==> src/rtl/pwm_pkg.sv <==
// Shared types and constants for the PWM period / high-time measurement block.
package pwm_pkg;

  localparam int CW_DEFAULT = 7;
  localparam int CNT_MAX    = (1 << CW_DEFAULT) - 1;

  typedef enum logic [1:0] {
    WAIT_EDGE = 2'd0,
    MEASURE   = 2'd1,
    TIMEOUT   = 2'd2
  } pwm_state_e;

endpackage

==> src/rtl/pwm_sync_edge.sv <==
// Brings the asynchronous PWM input into the clk domain and flags its rising edges.
module pwm_sync_edge (
  input  logic clk,
  input  logic reset,
  input  logic pwm_in,
  output logic s2,
  output logic rise
);

  logic s1_q, s2_q, s3_q;

  always_ff @(posedge clk) begin
    if (reset) begin
      s1_q <= 1'b0;
      s2_q <= 1'b0;
      s3_q <= 1'b0;
    end else begin
      s1_q <= pwm_in;
      s2_q <= s1_q;
      s3_q <= s2_q;
    end
  end

  assign s2   = s2_q;
  assign rise = s2_q & ~s3_q;

endmodule

==> src/rtl/pwm_meas.sv <==
// Measures period and high time of a PWM input in clk cycles and flags loss of signal.
module pwm_meas
  import pwm_pkg::*;
#(
  parameter int CW = CW_DEFAULT
) (
  input  logic          clk,
  input  logic          reset,
  input  logic          pwm_in,
  output logic [CW-1:0] high_out,
  output logic [CW-1:0] period_out,
  output logic          valid,
  output logic          lost,
  output pwm_state_e    dbg_state_o
);

  localparam logic [CW-1:0] SAT  = '1;
  localparam logic [CW-1:0] ZERO = '0;
  localparam logic [CW-1:0] ONE  = CW'(1);

  logic s2, rise;

  pwm_sync_edge u_sync (
    .clk    (clk),
    .reset  (reset),
    .pwm_in (pwm_in),
    .s2     (s2),
    .rise   (rise)
  );

  pwm_state_e    state_q, state_d;
  logic [CW-1:0] period_cnt_q, period_cnt_d;
  logic [CW-1:0] high_cnt_q, high_cnt_d;
  logic [CW-1:0] high_out_q, high_out_d;
  logic [CW-1:0] period_out_q, period_out_d;
  logic          valid_q, valid_d;
  logic          lost_q, lost_d;

  function automatic logic [CW-1:0] sat_inc(input logic [CW-1:0] v);
    return (v == SAT) ? v : v + ONE;
  endfunction

  always_ff @(posedge clk) begin
    if (reset) begin
      state_q      <= WAIT_EDGE;
      period_cnt_q <= ZERO;
      high_cnt_q   <= ZERO;
      high_out_q   <= ZERO;
      period_out_q <= ZERO;
      valid_q      <= 1'b0;
      lost_q       <= 1'b0;
    end else begin
      state_q      <= state_d;
      period_cnt_q <= period_cnt_d;
      high_cnt_q   <= high_cnt_d;
      high_out_q   <= high_out_d;
      period_out_q <= period_out_d;
      valid_q      <= valid_d;
      lost_q       <= lost_d;
    end
  end

  // valid is a one-cycle strobe with no back-pressure: the consumer must capture
  // high_out/period_out in the cycle valid is high; they hold until the next update.
  always_comb begin
    state_d      = state_q;
    period_cnt_d = period_cnt_q;
    high_cnt_d   = high_cnt_q;
    high_out_d   = high_out_q;
    period_out_d = period_out_q;
    valid_d      = 1'b0;
    lost_d       = lost_q;
    case (state_q)
      WAIT_EDGE: begin
        period_cnt_d = ZERO;
        high_cnt_d   = ZERO;
        if (rise) begin
          state_d      = MEASURE;
          period_cnt_d = ONE;
          high_cnt_d   = ONE;
        end
      end
      MEASURE: begin
        // A rise landing on the saturated count still reports that count.
        if (rise) begin
          period_out_d = period_cnt_q;
          high_out_d   = high_cnt_q;
          valid_d      = 1'b1;
          period_cnt_d = ONE;
          high_cnt_d   = ONE;
        end else if (period_cnt_q == SAT) begin
          state_d      = TIMEOUT;
          lost_d       = 1'b1;
          period_out_d = ZERO;
          high_out_d   = s2 ? SAT : ZERO;
          period_cnt_d = ZERO;
          high_cnt_d   = ZERO;
        end else begin
          period_cnt_d = sat_inc(period_cnt_q);
          if (s2) high_cnt_d = sat_inc(high_cnt_q);
        end
      end
      TIMEOUT: begin
        high_out_d   = s2 ? SAT : ZERO;
        period_cnt_d = ZERO;
        high_cnt_d   = ZERO;
        if (rise) begin
          state_d      = MEASURE;
          lost_d       = 1'b0;
          period_cnt_d = ONE;
          high_cnt_d   = ONE;
        end
      end
      default: state_d = WAIT_EDGE;
    endcase
  end

  assign high_out    = high_out_q;
  assign period_out  = period_out_q;
  assign valid       = valid_q;
  assign lost        = lost_q;
  assign dbg_state_o = state_q;

endmodule

==> config.mk <==
export PLATFORM = sky130hd
export DESIGN_NAME = pwm_meas
export DESIGN_NICKNAME = d
export VERILOG_FILES = /design/src/rtl/pwm_pkg.sv /design/src/rtl/pwm_sync_edge.sv /design/src/rtl/pwm_meas.sv
export SDC_FILE = /design/constraint.sdc
export NUM_CORES = 1
export LEC_CHECK = 0
export BUFFER_PORTS_ARGS = -buffer_cell sky130_fd_sc_hd__buf_4
export CAP_MARGIN = 20
export CORE_MARGIN = 8
export CORE_UTILIZATION = 56
export DETAILED_ROUTE_END_ITERATION = 16
export PLACE_DENSITY = 0.9
export SETUP_SLACK_MARGIN = 0.15
export SLEW_MARGIN = 10
export SYNTH_ARGS = -nofsm -noshare
export SYNTH_HDL_FRONTEND = slang
export SYNTH_SLANG_ARGS = --single-unit
export TNS_END_PERCENT = 20
==> constraint.sdc <==
create_clock -name clk -period 2.1 [get_ports clk]
set_input_delay 0.105 -clock clk [delete_from_list [all_inputs] [get_ports clk]]
set_output_delay 0.105 -clock clk [all_outputs]
set_load 0.01 [all_outputs]
==> flow_summary.json <==
{
  "final_area_um2": 1810,
  "rsz0062_at_grt": "false",
  "syn_area_um2": 1580,
  "drc": 0,
  "drtIter0Drc": 102,
  "die_h_um": 69.1,
  "synthArstFlopShare_pct": 0,
  "nNetsFinal": 202,
  "hold_start": "reset",
  "clkLatencyLatePin_ps": 340,
  "period_needed_ps": 1750,
  "antenna_found_initial": 0,
  "post-route-period-util_pct": 83.3,
  "antenna_cells": 0,
  "die_x_um": 69.1,
  "power.total_w": 0.00108,
  "synth_edf_count": 0,
  "worstHoldEndpoint": "period_cnt_q[0]",
  "timing.rr.end": "high_cnt_q[2]",
  "grt_pass1_vias": 1410,
  "synth-seq-area-share_pct": 44.3,
  "outcome": "completed",
  "synth.net_count": 179,
  "dr.pass1.iters": 4,
  "fill_cells": 221,
  "start_util_pct": 58.4,
  "arrival_ps": 2030,
  "synth_flop_cell": "dfxtp_1",
  "gp_congestion": 0.886,
  "row_count": 19,
  "io_pins": 21,
  "grt_pass1_wl_um": 6580,
  "vias_per_cell": 6.32,
  "track_usage_pct": 16.3,
  "cts.clk_slew.worst_paths_ps": 100,
  "synthDistinctLibCells": 43,
  "syn_avg_cell_area_um2": 9.09,
  "critPathMaxFanout": 6,
  "end_kind": "register",
  "placed_area_um2": 1750,
  "die_area_um2": 4780,
  "avgRoutedWirePerCell_um": 16.1,
  "grt_max_degree": 15,
  "hpwl_um": 2730,
  "postCtsSetupBuffers": 0,
  "maxCapViolations": 0,
  "grt-ovfl-total": 0,
  "final-setup-viol-count": 0,
  "synthToLayoutAreaGrowth_pct": 14.7,
  "wirelength_um": 3700,
  "vias": 1448,
  "r2r_start": "period_cnt_q[0]",
  "hold_path_class": "in2reg",
  "ant_nets": 0,
  "clock_sinks": 35,
  "core_area_um2": 2710,
  "htree_levels": 2,
  "slew_headroom_pct": 64.4,
  "drive_above_1_share_pct": 17.7,
  "yosysWarnings": 0,
  "fmax_mhz": 571,
  "worst-r2r-cell-count": 5,
  "io_buffers": 20,
  "total_leakage_power_nw": 0.698,
  "final.setup_skew_ps": 9.49,
  "r2r_slack_ps": 350,
  "cts_max_path_buffers": 2,
  "cts_root_buf": "clkbuf_4",
  "synthCells": 174,
  "ys_seq_elements": 35,
  "hold_violations": 0,
  "powerDensity_nw_per_um2": 596,
  "start_kind": "register",
  "tns_ps": 0,
  "drv_slew": 0,
  "ir_worst_vdd_mv": 0.533,
  "required_ps": 2380,
  "cts-buffers-inserted": 5,
  "tightest_slew_ps": 535,
  "min_path_cells": 2,
  "worstSetupPathType": "reg2reg",
  "tritoncts": "yes"
}
==> routing by layer <==
layer	track usage, %	vias up	share of wire, %
li1	-	705	-
met1	18.7	698	44
met2	26.2	39	49
met3	5.44	6	5.6
met4	8.20	0	1.5
met5	0	-	0
==> cells in the mapped netlist (3+ instances only) <==
cell	number	area (µm²)
a211oi_1	5	37.5
nor2b_1	9	56.3
dfxtp_1	35	701
a31oi_1	3	18.8
nand2b_1	6	37.5
a21oi_1	10	50.1
clkbuf_1	3	11.3
nand3_1	7	35.0
nand3b_1	3	22.5
o21ai_0	7	35.0
a22o_1	7	61.3
nand2_1	13	48.8
nand4_1	4	25.0
o2bb2ai_1	8	70.1
nor2_1	15	56.3
==> cells by family after synthesis <==
group / Yosys count / share of synthesized area, %
multiplexers: 1 / 0.633
AND/OR/NAND/NOR: 74 / 26.4
buffers and inverters: 9 / 2.85
flip-flops: 35 / 44.3
adder cells (fa/ha/maj): 2 / 1.58
AO/OA/AOI/OAI: 53 / 24.2
==> cell usage in the layout (no fill, tap or decap), drive strengths merged, types with 3 or more instances in the layout <==
cell,n
buf,23
nand2,14
o2bb2ai,8
a22o,7
a211oi,5
nand4,4
nor2,15
nand3,7
a31oi,3
nand3b,3
dfxtp,35
a21oi,10
nor2b,9
nand2b,6
clkbuf,7
o21ai,7
==> stage by stage <==
stage               util [%]  instances  worst slack [ps]  hold slack (ps)
floorplan                  -        174               507              188
global placement        64.6        220               412              319
detailed placement      64.6        220               317              323
CTS                     66.9        229               298             20.1
global route            66.9        229               216             19.6
finish                  66.9        229               350             34.5
==> layout make-up <==
type                            instances  area, µm²  share of cell area, %
Clock buffer                            7       45.0                   2.48
Clock inverter                          1       5.00                  0.276
Inverter                                1       3.75                  0.207
Multi-Input combinational cell        130        838                   46.2
Sequential cell                        35        701                   38.6
Tap cell                               31       38.8                   2.14
Timing Repair Buffer                   24        183                   10.1
==> power by group <==
group	internal, W	leakage, nW	switching, W
combinational	0.0000254	0.386	0.0000348
sequential	0.000670	0.283	0.00000848
clock	0.000130	0.0293	0.000212
total	0.000826	0.698	0.000256
==> registers in the layout, summed over array words and instances, names as in the netlist <==
| register | count |
|---|---|
| dbg_state_o | 2 |
| high_cnt_q | 7 |
| high_out | 7 |
| lost | 1 |
| period_cnt_q | 7 |
| period_out | 7 |
| u_sync.s1_q | 1 |
| u_sync.s2 | 1 |
| u_sync.s3_q | 1 |
| valid | 1 |
==> timing repair <==
item	in CTS	in global routing
setup endpoints to repair	0	2
gates resized for setup	0	1
hold buffers	1	0
hold endpoints to repair	1	0
==> how the worst max path moves through the flow <==
stage | from | slack [ps] | to | depth (start not counted)
2_1_floorplan | period_cnt_q[0] | 510 | high_cnt_q[6] | 5
3_3_place_gp | period_cnt_q[0] | 410 | high_cnt_q[5] | 5
3_5_place_dp | period_cnt_q[0] | 320 | high_cnt_q[5] | 5
4_1_cts | period_cnt_q[0] | 300 | high_cnt_q[5] | 5
5_1_grt | period_cnt_q[0] | 220 | high_cnt_q[5] | 5
6_report | period_cnt_q[0] | 350 | high_cnt_q[2] | 5
==> critical path, stage by stage, from the launching register on <==
cell and delay (ps):
dfxtp_1 360, ha_1 280, and4_4 240, a211oi_1 470
and3b_1 240, a211o_1 100
Power figures use the tool's default switching activity.
